### src/rtl/placar_varredura_display.sv
// Scoreboard display driver for two team scores on a shared 4-digit,
// time-multiplexed 7-segment display. Each 7-bit score is converted to two
// BCD digits by sequential shift-and-add-3; both teams convert in parallel
// and their digits are latched into the display registers on one edge.
// The invalid-operation level is stretched into a fixed-length buzzer pulse.
//
// Handshake: atualizar is a one-cycle strobe with no ready. When the block
// is idle it starts a conversion at once. When ocupado=1 it is remembered
// in a one-deep pending flag, and further strobes merge into it. The scores
// are sampled when a conversion starts or restarts, not at the strobe.
module placar_varredura_display #(
  parameter int REFRESH_DIV = 50000,
  parameter int BUZZ_CYCLES = 25000000
) (
  input  logic       clk,
  input  logic       rst_n,
  input  logic [6:0] pontos_time0,
  input  logic [6:0] pontos_time1,
  input  logic       atualizar,
  input  logic       erro,
  output logic [6:0] segmentos,
  output logic [3:0] anodos,
  output logic       ocupado,
  output logic [1:0] estouro,
  output logic       buzzer
);

  localparam int SW = (REFRESH_DIV > 1) ? $clog2(REFRESH_DIV) : 1;
  localparam int BW = $clog2(BUZZ_CYCLES + 1);
  localparam logic [SW-1:0] SCAN_LAST = SW'(REFRESH_DIV - 1);
  localparam logic [BW-1:0] BUZZ_LOAD = BW'(BUZZ_CYCLES);

  typedef enum logic [1:0] {OCIOSO, CONVERTE, GRAVA} estado_t;

  estado_t     estado;
  logic [2:0]  passo;
  logic        pendente;
  logic [6:0]  sh0, sh1;
  logic [7:0]  bcd0, bcd1;
  logic        ovf0, ovf1;

  // Digits currently shown: tens/units of each team.
  logic [3:0]  dez0, uni0, dez1, uni1;

  logic [SW-1:0] scan_cnt;
  logic [1:0]    idx;
  logic [3:0]    dig_sel;
  logic          dig_blank;

  logic          erro_r, erro_p;
  logic [BW-1:0] buzz_cnt;

  // A BCD nibble of 5 or more gets +3 before the shift so it carries correctly.
  function automatic logic [3:0] ajusta(input logic [3:0] n);
    return (n >= 4'd5) ? n + 4'd3 : n;
  endfunction

  // Active-low segment code, bit0=a .. bit6=g; anything above 9 is blank.
  function automatic logic [6:0] codifica(input logic [3:0] d);
    case (d)
      4'd0:    return 7'b1000000;
      4'd1:    return 7'b1111001;
      4'd2:    return 7'b0100100;
      4'd3:    return 7'b0110000;
      4'd4:    return 7'b0011001;
      4'd5:    return 7'b0010010;
      4'd6:    return 7'b0000010;
      4'd7:    return 7'b1111000;
      4'd8:    return 7'b0000000;
      4'd9:    return 7'b0010000;
      default: return 7'b1111111;
    endcase
  endfunction

  // Conversion FSM: capture, 7 shift-and-add-3 steps, then atomic latch.
  always_ff @(posedge clk or negedge rst_n) begin
    if (!rst_n) begin
      estado   <= OCIOSO;
      passo    <= 3'd0;
      pendente <= 1'b0;
      sh0      <= 7'd0;
      sh1      <= 7'd0;
      bcd0     <= 8'd0;
      bcd1     <= 8'd0;
      ovf0     <= 1'b0;
      ovf1     <= 1'b0;
      dez0     <= 4'd0;
      uni0     <= 4'd0;
      dez1     <= 4'd0;
      uni1     <= 4'd0;
      estouro  <= 2'b00;
      ocupado  <= 1'b0;
    end else begin
      case (estado)
        OCIOSO: begin
          if (atualizar) begin
            sh0     <= pontos_time0;
            sh1     <= pontos_time1;
            ovf0    <= (pontos_time0 > 7'd99);
            ovf1    <= (pontos_time1 > 7'd99);
            bcd0    <= 8'd0;
            bcd1    <= 8'd0;
            passo   <= 3'd0;
            estado  <= CONVERTE;
            ocupado <= 1'b1;
          end
        end
        CONVERTE: begin
          if (atualizar) pendente <= 1'b1;
          bcd0 <= {ajusta(bcd0[7:4]), ajusta(bcd0[3:0])} << 1 | {7'd0, sh0[6]};
          bcd1 <= {ajusta(bcd1[7:4]), ajusta(bcd1[3:0])} << 1 | {7'd0, sh1[6]};
          sh0  <= sh0 << 1;
          sh1  <= sh1 << 1;
          if (passo == 3'd6) begin
            estado <= GRAVA;
          end else begin
            passo <= passo + 3'd1;
          end
        end
        GRAVA: begin
          // Scores of 100 and above cannot be shown; saturate at 99.
          dez0    <= ovf0 ? 4'd9 : bcd0[7:4];
          uni0    <= ovf0 ? 4'd9 : bcd0[3:0];
          dez1    <= ovf1 ? 4'd9 : bcd1[7:4];
          uni1    <= ovf1 ? 4'd9 : bcd1[3:0];
          estouro <= {ovf1, ovf0};
          // A strobe landing in this very cycle is treated like a pending one.
          if (pendente || atualizar) begin
            pendente <= 1'b0;
            sh0      <= pontos_time0;
            sh1      <= pontos_time1;
            ovf0     <= (pontos_time0 > 7'd99);
            ovf1     <= (pontos_time1 > 7'd99);
            bcd0     <= 8'd0;
            bcd1     <= 8'd0;
            passo    <= 3'd0;
            estado   <= CONVERTE;
          end else begin
            estado  <= OCIOSO;
            ocupado <= 1'b0;
          end
        end
        default: begin
          estado  <= OCIOSO;
          ocupado <= 1'b0;
        end
      endcase
    end
  end

  // Pick the digit for the current scan position; a zero tens digit is blanked.
  always_comb begin
    dig_sel   = 4'd0;
    dig_blank = 1'b0;
    case (idx)
      2'd0: begin dig_sel = dez0; dig_blank = (dez0 == 4'd0); end
      2'd1: begin dig_sel = uni0; end
      2'd2: begin dig_sel = dez1; dig_blank = (dez1 == 4'd0); end
      default: begin dig_sel = uni1; end
    endcase
  end

  // Scan timer and registered anode/segment drive, updated on the same edge.
  always_ff @(posedge clk or negedge rst_n) begin
    if (!rst_n) begin
      scan_cnt  <= '0;
      idx       <= 2'd0;
      anodos    <= 4'b1111;
      segmentos <= 7'b1111111;
    end else begin
      if (scan_cnt == SCAN_LAST) begin
        scan_cnt <= '0;
        idx      <= idx + 2'd1;
      end else begin
        scan_cnt <= scan_cnt + 1'b1;
      end
      anodos    <= ~(4'b0001 << idx);
      segmentos <= dig_blank ? 7'b1111111 : codifica(dig_sel);
    end
  end

  // Error edge detector and retriggerable buzzer down-counter.
  always_ff @(posedge clk or negedge rst_n) begin
    if (!rst_n) begin
      erro_r   <= 1'b0;
      erro_p   <= 1'b0;
      buzz_cnt <= '0;
    end else begin
      erro_r <= erro;
      erro_p <= erro_r;
      if (erro_r && !erro_p) begin
        buzz_cnt <= BUZZ_LOAD;
      end else if (buzz_cnt != '0) begin
        buzz_cnt <= buzz_cnt - 1'b1;
      end
    end
  end

  assign buzzer = (buzz_cnt != '0);

endmodule

### config.mk
export PLATFORM = sky130hd
export DESIGN_NAME = placar_varredura_display
export DESIGN_NICKNAME = d
export VERILOG_FILES = /design/src/rtl/placar_varredura_display.sv
export SDC_FILE = /design/constraint.sdc
export NUM_CORES = 1
export LEC_CHECK = 0
export BUFFER_PORTS_ARGS = -buffer_cell sky130_fd_sc_hd__buf_2
export CAP_MARGIN = 20
export CORE_UTILIZATION = 55
export DETAILED_ROUTE_END_ITERATION = 8
export PLACE_DENSITY = 0.88
export SLEW_MARGIN = 20
export SYNTH_ARGS = -nofsm -noshare
export SYNTH_HDL_FRONTEND = slang
export SYNTH_SLANG_ARGS = --single-unit
export TNS_END_PERCENT = 1
### constraint.sdc
create_clock -name clk -period 1.9 [get_ports clk]
set_input_delay 0.38 -clock clk [delete_from_list [all_inputs] [get_ports clk]]
set_output_delay 0.38 -clock clk [all_outputs]
set_load 0.02 [all_outputs]
* After elaboration in Yosys (flattened, before gate mapping)
Memory sizes are Yosys's and may differ from the RTL's.
Index checks and enable logic that the tools add are counted.
** Operators by class
- Add/subtract/negate cells :: 8
- Magnitude comparators :: 6
- Equal/unequal tests :: 12
- Shifts and indexed selects :: 1
- Multiplexer cells :: 43
- Bitwise logic cells :: 4
- Reductions and logical operators :: 18
** Operator list (number)
- 25-bit two-way mux :: 2
- 8-bit one-hot mux with 3 select lines :: 2
- 7-bit one-hot mux with 3 select lines :: 2
- 7-bit two-way mux :: 5
- 25-bit nonzero test :: 1
- 25-bit by 1-bit subtractor with 25-bit output, second input constant :: 1
- 4-bit two-way mux :: 6
- 16-bit by 1-bit adder with 16-bit output, second input constant :: 1
- 16-bit equality test, second input constant :: 1
- 4-bit by 3-bit greater-or-equal comparator with 1-bit output, second input constant :: 4
- 16-bit two-way mux :: 1
- 8-bit two-way mux :: 2
- 8-bit by 1-bit OR with 8-bit output :: 2
- 3-bit two-way mux :: 5
- 7-bit greater-than comparator, second input constant :: 2
- 2-bit != test, second input constant :: 6
- 4-bit one-hot mux with 3 select lines :: 1
- 3-bit AND reduction :: 4
- 3-bit one-hot mux with 3 select lines :: 1
- 4-bit by 2-bit adder with 4-bit output, second input constant :: 2
- 4-bit logical NOT :: 2
- 1-bit two-way mux :: 8
- 1-bit one-hot mux with 2 select lines :: 4
- 3-bit by 2-bit adder with 3-bit output, second input constant :: 2
- 19 further kinds :: 25
** Storage, ports and cells
- Bits in registers :: 113
- Bits in read-only memories :: 112
- Input bits :: 18
- Output and inout port bits :: 15
- Word-level logic and storage cells :: 115
- Memories kept :: 1
** Memories
- (name not given) :: words 16, width 7, rd ports 1, clocked after Yosys merged registers in 0, wr ports 0, RTL line 60 : case (d)

* Depth between registers and ports, before layout
Gate-level depths: netlist of the first run.
- Depth after elaboration :: 4
- Mapped depth :: 8
- Mapped depth without buffers :: 8

* Least setup slack after synthesis of the first run
Ideal clock, no wire load.
- Path kind :: register -> register
- Start :: reg idx[0]
- End :: reg segmentos[5]
- Setup time :: 0.101 ns
- Arrival time :: 1.782 ns
- Required time :: 1.799 ns
- Slack :: 0.017 ns
- Stages on the path, launching flop included :: 9
- Buffers on the path :: 0
- Clock period less this slack :: 1.883 ns
- Path through :: dfrtp_1 inv_1 ha_1 a222oi_1 mux2_2 inv_1 ha_1 nor3_1 o21ai_0
** On the way
- Longest elaborated chain between the ends :: 4
- Elaborated cells on any way between the ends :: 7
- Those cells by class :: eq/ne (2); mux (3); reduce/logical (1); memory (1)
** Ends and longest elaborated chain
- start, declared :: RTL line 46 : logic [1:0] idx;
- start signal, assigned :: RTL line 173 : idx <= idx + 2'd1;
- 2-bit equality test (tied with other cells) :: RTL line 155 : case (idx)
- 4-bit one-hot mux with 3 select lines :: RTL line 155
- memory 16 x 7 bit
- 7-bit two-way mux (*) :: RTL line 178 : segmentos <= dig_blank ? 7'b1111111 : codifica(dig_sel);
- end signal, assigned :: RTL line 178
- end, declared :: RTL line 21 : output logic [6:0] segmentos,
Every way passes the cells marked *; elsewhere a longest branch is shown, timed or not.
A chain may end at the register's enable or synchronous reset.

* Worst setup path in the final report of the first run
- Start :: reg buzz_cnt[17]
- End :: out buzzer
** On the way
- Longest elaborated chain between the ends :: 1
** Ends and longest elaborated chain
- start, declared :: RTL line 51 : logic [BW-1:0] buzz_cnt;
- start signal, assigned :: RTL line 194 : buzz_cnt <= buzz_cnt - 1'b1;
- 25-bit nonzero test :: RTL line 199 : assign buzzer = (buzz_cnt != '0);
- end, declared :: RTL line 25 : output logic buzzer
Every way passes these cells.

==> results of run 1 <==
-- cells in the mapped netlist (2+ instances only) --
library cell and n:
o21ai_1 3, o211ai_1 3, nor2_1 54, o21ai_0 36
o32ai_1 2, buf_1 2, nor3b_1 2, nor2b_1 4
or3_1 7, nor4_1 7, nand4_1 4, o22ai_1 8
a32o_1 5, nand3_1 29, xor2_1 18, inv_1 26
and3_1 6, o31a_1 2, dfrtp_1 102, xnor2_1 13
o31ai_1 14, and4_1 2, a22oi_1 6, mux2_2 5
dfstp_2 11, a222oi_1 4, a21oi_1 21, or4_1 5
nor4_2 2, clkbuf_1 19, mux2i_1 3, nor3_1 9
o31ai_4 2, o311ai_0 2, ha_1 21, nand2_1 58
nand2b_1 14
-- sequential cells by signal (all words and copies together), names as in the netlist, 2 cells and up --
| register | flops |
|---|---|
| anodos | 4 |
| bcd0 | 8 |
| bcd1 | 8 |
| buzz_cnt | 25 |
| dez0 | 4 |
| dez1 | 4 |
| estado | 2 |
| estouro | 2 |
| idx | 2 |
| passo | 3 |
| scan_cnt | 16 |
| segmentos | 7 |
| sh0 | 7 |
| sh1 | 7 |
| uni0 | 4 |
| uni1 | 4 |
-- worst max path at each step --
stage,from,end,cells after the start
after global placement,idx[0]$_DFFE_PN0N_,segmentos[6]$_DFF_PN1_,8
after floorplan,idx[0]$_DFFE_PN0N_,segmentos[5]$_DFF_PN1_,8
after global routing,buzz_cnt[17]$_DFFE_PN0P_,buzzer,6
after CTS,buzz_cnt[22]$_DFFE_PN0P_,buzzer,6
after detailed placement,idx[0]$_DFFE_PN0N_,segmentos[4]$_DFF_PN1_,7
final,buzz_cnt[17]$_DFFE_PN0P_,buzzer,6
-- power by group through the flow --
stage	clock (mW)	sequential, mW	combinational [mW]
detailed placement	0	3.77	3.09
global placement	0	3.72	2.89
CTS	3.24	3.76	3.28
floorplan	0	3.69	2.20
global route	3.37	3.89	3.87
finish	3.27	3.83	3.54
-- layout make-up --
class | instances | area, um2
Timing Repair Buffer | 89 | 654
Sequential cell | 113 | 2850
Multi-Input combinational cell | 388 | 2650
Inverter | 26 | 97.6
Clock buffer | 21 | 429
Clock inverter | 11 | 164
Fill cell | 624 | 2720
Tap cell | 133 | 166
-- metal layers --
| metal | up-vias | global-route usage [%] | share of wire (%) | wire (um) |
|---|---|---|---|---|
| li1 | 2114 | - | - | - |
| met1 | 2391 | 36.4 | 38 | 6030 |
| met2 | 343 | 50.6 | 48 | 7670 |
| met3 | 101 | 7.39 | 7.9 | 1260 |
| met4 | 0 | 18.5 | 6.0 | 961 |
| met5 | - | 0 | 0 | 0 |
-- worst min-delay path, cell delays in order --
cell and delay (ns):
buf_2 0.08, nand2_1 0.04, nand2_1 0.05
-- timing repair --
action,4_1_cts,5_1_grt
endpoints found under the setup margin,23,33
endpoints found under the hold margin,28,0
cloned,0,0
hold buffers,2,0
buffers inserted,19,5
pin swaps,4,16
resized for setup,26,30
-- through the flow --
step | cells | hold WS [ns] | TNS, ns
after floorplan | 550 | 0.0844 | 0
after global placement | 723 | 0.362 | 0
after detailed placement | 723 | 0.372 | -0.802
after CTS | 776 | 0.0431 | -4.66
after global routing | 781 | 0.0630 | -7.77
final | 781 | 0.0462 | -5.50
-- cells by family (layout without fill, tap and decap cells) --
| kind of cell | Yosys count | in the layout | synth area share [%] |
|---|---|---|---|
| simple gates | 213 | 213 | 19.7 |
| compound gates | 115 | 115 | 13.9 |
| flops | 113 | 113 | 51.6 |
| buf+inv | 49 | 147 | 3.50 |
| xor+xnor | 31 | 31 | 4.93 |
| fa+ha+maj | 21 | 21 | 4.77 |
| mux | 8 | 8 | 1.57 |
==> results.py, run 1 <==
metrics = {
    "run_status": {
        "status": "finished, violations left",
        "violations": "setup timing",
    },
    "pwr": {
        "comb_power_share_pct": 33.3,
        "clockPowerShare_pct": 30.7,
        "p_sw_share_pct": 37.5,
        "p_leak_nw": 3.07,
        "p_total_mw": 10.6,
        "internal_power_mw": 6.66,
        "p_sw_mw": 3.99,
        "p_seq_share_pct": 36.0,
        "vdd_drop_max_uv": 1050,
        "powerDensity_nw_per_um2": 1520,
    },
    "timing": {
        "worstMarginPinSlew_ns": 0.664,
        "max-slew-margin-rel_pct": 55.7,
        "period_needed_ns": 2.33,
        "fin_crit_sh_pct": 123,
        "finalSetupViolations": 33,
        "rsz0062_at_grt": "true",
        "fmax_ghz": 0.429,
        "hold_viol_final": 0,
        "setup_slack_ns": -0.431,
        "fin_skew_ns": 0.00831,
        "drv_slew": 0,
    },
    "synthesis": {
        "synth_fp_nets": 589,
        "yosysWarnings": 0,
        "synth_ff_type": "dfrtp_1",
        "async_flop_share_pct": 100,
        "yosysTopAreaCell": "dfrtp_1",
        "synthTopCellsByArea": "dfrtp_1, dfstp_2, ha_1",
        "synth.yosys.seq_area_share_pct": 51.6,
        "synth_top_cell_area_share_pct": 46.4,
        "synth-edff-count": 0,
        "syn_area_um2": 5510,
        "synth.ff_latch_count": 113,
        "syn_inst": 550,
        "avgSynthCellArea_um2": 10.0,
        "synth.distinct_cells": 56,
    },
    "cts": {
        "clk_latency_ns": 0.53,
        "clk_pin_slew_worst_paths_ns": 0.06,
        "cts-buffers-inserted": 17,
        "root_buffer": "clkbuf_8",
        "clock_sinks": 113,
        "cts_max_level": 4,
        "cts_buffer_depth": 2,
        "cts_tree": "built",
    },
    "die": {
        "core_area_um2": 9730,
        "std_cell_rows": 36,
        "num_io_pins": 33,
        "die_w_um": 102,
        "start_util_pct": 56.6,
        "die_y_um": 102,
        "dieArea_um2": 10400,
    },
    "place": {
        "routabilityCongestion": 0.846,
        "post_dp_cell_area_um2": 6010,
        "port_buffers": 32,
        "dpl.hpwl_mm": 7.93,
        "pre_cts_slack_ns": -0.159,
    },
    "setup_path": {
        "crit_slowest_cell": "dfrtp_1",
        "cpPeakStageDelay_ns": 0.46,
        "reg2reg_slack_ns": -0.38,
        "crit_buf_inv": 3,
        "arrival_ns": 1.95,
        "worstRegToRegCells": 14,
        "critPathMaxFanout": 4,
        "path_cells": "nor4_1 > buf_4 > nand3_4 > nor2_4 > inv_2 > buf_6",
        "worstSetupPathType": "flip-flop to output port",
        "worstSetupStartpointType": "flip-flop",
        "crit-reg2reg-launch": "buzz_cnt[17]$_DFFE_PN0P_",
        "rr_endpoint": "buzz_cnt[0]$_DFFE_PN0P_",
        "cp-end-kind": "output port",
        "critical-path-top-delay-family": "simple AND/OR/NAND/NOR gates",
        "cp.required_ns": 1.52,
    },
    "drt": {
        "via_count": 4949,
        "drt_iter0_markers": 485,
        "wl_per_cell_um": 20.4,
        "first_pass_iters": 7,
        "wirelength_mm": 15.9,
        "antenna_left": 0,
        "viasPerCell": 6.34,
        "drc_errors": 0,
    },
    "finish": {
        "area_growth_pct": 27.3,
        "drive_above_1_share_pct": 27.3,
        "layout_common_cells": "dfrtp_1, nand2_1, nor2_1",
        "final_nets": 674,
        "final_common_cell": "dfrtp_1",
        "fin_area_um2": 7010,
        "diodes": 0,
        "fin_util_pct": 72.0,
    },
    "global_routing": {
        "grt_max_degree": 37,
        "grt_pass1_vias": 4902,
        "grt_pass1_wl_mm": 24.1,
        "grt-ovfl-total": 0,
        "antenna_found_initial": 0,
        "grt_usage_pct": 30.6,
    },
    "hold_path": {
        "whs_path_depth": 3,
        "min_to": "sh1[0]$_DFFE_PN0P_",
        "worstHoldStart": "pontos_time1[0]",
        "hp-class": "input port to flip-flop",
    },
    "job": {
        "drv_cap": 0,
    },
}
Power figures use the tool's default switching activity.
==> run 2, diff against run 1 <==
CAP_MARGIN = not set   (was 20)
GPL_TIMING_DRIVEN = 0   (was not set)
PLACE_DENSITY = 0.85   (was 0.88)
clock period = 2.5 ns   (was 1.9 ns; I/O delays follow)
==> results.py, run 2 (synthesized netlist as in run 1, its figures left out) <==
metrics = {
    "global_routing": {
        "grt_max_degree": 64,
        "grt-ovfl-total": 0,
        "antenna_found_initial": 0,
        "grt_pass1_wl_mm": 20.7,
        "grt_pass1_vias": 4448,
        "grt_usage_pct": 26.0,
    },
    "drt": {
        "wirelength_mm": 12.1,
        "first_pass_iters": 7,
        "wl_per_cell_um": 16.1,
        "via_count": 4405,
        "drt_iter0_markers": 297,
        "drc_errors": 0,
        "viasPerCell": 5.85,
        "antenna_left": 0,
    },
    "finish": {
        "regMostFlops": "buzz_cnt",
        "fin_area_um2": 6560,
        "largest_register_ffs": 25,
        "area_growth_pct": 19.1,
        "final_nets": 646,
        "final_common_cell": "dfrtp_1",
        "largestRegisters": "buzz_cnt: 25 flops, scan_cnt: 16 flops",
        "drive_above_1_share_pct": 16.5,
        "diodes": 0,
        "layout_common_cells": "dfrtp_1, nand2_1, nor2_1",
    },
    "job": {
        "drv_cap": 0,
    },
    "cts": {
        "cts_max_level": 4,
        "cts_buffer_depth": 2,
        "cts-buffers-inserted": 17,
        "clk_latency_ns": 0.51,
        "cts_tree": "built",
        "root_buffer": "clkbuf_8",
        "clk_pin_slew_worst_paths_ns": 0.05,
        "clock_sinks": 113,
    },
    "place": {
        "dpl.hpwl_mm": 8.14,
        "post_dp_cell_area_um2": 5870,
        "port_buffers": 32,
        "routabilityCongestion": 0.867,
    },
    "setup_path": {
        "critPathMaxFanout": 3,
        "cp-end-kind": "output port",
        "rr_endpoint": "segmentos[5]$_DFF_PN1_",
        "arrival_ns": 1.95,
        "crit-reg2reg-launch": "idx[0]$_DFFE_PN0N_",
        "worstSetupPathType": "flip-flop to output port",
        "worstRegToRegCells": 8,
        "cp.required_ns": 2.00,
        "worstSetupStartpointType": "flip-flop",
        "reg2reg_slack_ns": 0.21,
    },
    "timing": {
        "drv_slew": 0,
        "fin_skew_ns": 0.00609,
        "fmax_ghz": 0.408,
        "max-slew-margin-rel_pct": 47.6,
        "fin_crit_sh_pct": 98.0,
        "worstMarginPinSlew_ns": 0.765,
        "finalSetupViolations": 0,
        "period_needed_ns": 2.45,
        "hold_viol_final": 0,
    },
    "die": {
        "dieArea_um2": 10400,
        "die_y_um": 102,
        "num_io_pins": 33,
        "start_util_pct": 56.6,
        "core_area_um2": 9730,
        "std_cell_rows": 36,
        "die_w_um": 102,
    },
    "pwr": {
        "p_leak_nw": 2.85,
        "p_total_mw": 7.62,
        "vdd_drop_max_uv": 746,
        "powerDensity_nw_per_um2": 1160,
    },
    "hold_path": {
        "whs_path_depth": 1,
        "hp-class": "input port to flip-flop",
        "min_to": "erro_r$_DFF_PN0_",
        "worstHoldStart": "erro",
    },
    "run_status": {
        "status": "finished clean",
    },
}
-- run 2: cell count changes in the layout (fill, tap and decap cells not counted), sizes merged --
cell	before	now
clkinvlp	2	0
clkbuf	21	44
inv	26	27
dlygate4sd3	2	1
buf	87	42
bufinv	4	0
-- run 2: metal layers --
layer  up-vias  part of all wire, %  GRT usage [%]
met5         -                    0              0
met4         0                  1.8           10.2
li1       2067                    -              -
met2       148                   51           43.7
met3        24                  4.8           6.84
met1      2166                   42           32.2
-- run 2: cell type report --
| cell class | instances | area (um2) |
|---|---|---|
| Tap cell | 133 | 166 |
| Inverter | 26 | 97.6 |
| Sequential cell | 113 | 2840 |
| Clock buffer | 26 | 584 |
| Fill cell | 730 | 3170 |
| Multi-Input combinational cell | 388 | 2500 |
| Buffer | 22 | 91.3 |
| Timing Repair Buffer | 39 | 241 |
| Clock inverter | 6 | 31.3 |
-- run 2: critical path, stage by stage, from the launching register on --
cell,delay [ns]
dfrtp_1,0.39
inv_1,0.12
ha_1,0.17
nor3b_2,0.20
nand3_1,0.15
nor2_2,0.17
inv_1,0.09
buf_2,0.16
-- run 2: what timing repair did --
item	4_1_cts	5_1_grt
resized for setup	3	3
hold buffers	1	0
pin swaps	4	2
endpoints found under the hold margin	50	0
setup endpoints to repair	1	1
setup buffers	4	1
-- run 2: worst max-delay path by stage --
stage,end,startpoint
5_1_grt,buzzer,buzz_cnt[0]$_DFFE_PN0P_
3_5_place_dp,segmentos[5]$_DFF_PN1_,idx[0]$_DFFE_PN0N_
2_1_floorplan,segmentos[5]$_DFF_PN1_,idx[0]$_DFFE_PN0N_
4_1_cts,buzzer,buzz_cnt[0]$_DFFE_PN0P_
3_3_place_gp,sh1[2]$_DFFE_PN0P_,rst_n
6_report,buzzer,buzz_cnt[0]$_DFFE_PN0P_
-- run 2: where the power goes --
part	leakage [nW]	total, mW	internal, mW	switching, mW
logic	1.16	2.40	0.923	1.48
registers	1.38	2.83	2.39	0.434
clock network	0.313	2.39	1.59	0.805
total	2.85	7.62	4.90	2.72
-- run 2: through the flow --
step	hold slack (ns)	TNS, ns	worst slack, ns	instances	util [%]
2_1_floorplan	0.204	0	0.617	550	-
3_3_place_gp	0.381	-25.84	-0.257	715	60.0
3_5_place_dp	0.401	0	0.243	716	60.3
4_1_cts	0.0787	0	0.00490	753	67.2
5_1_grt	0.0679	-0.0654	-0.0654	753	67.4
6_report	0.0978	0	0.0511	753	67.4
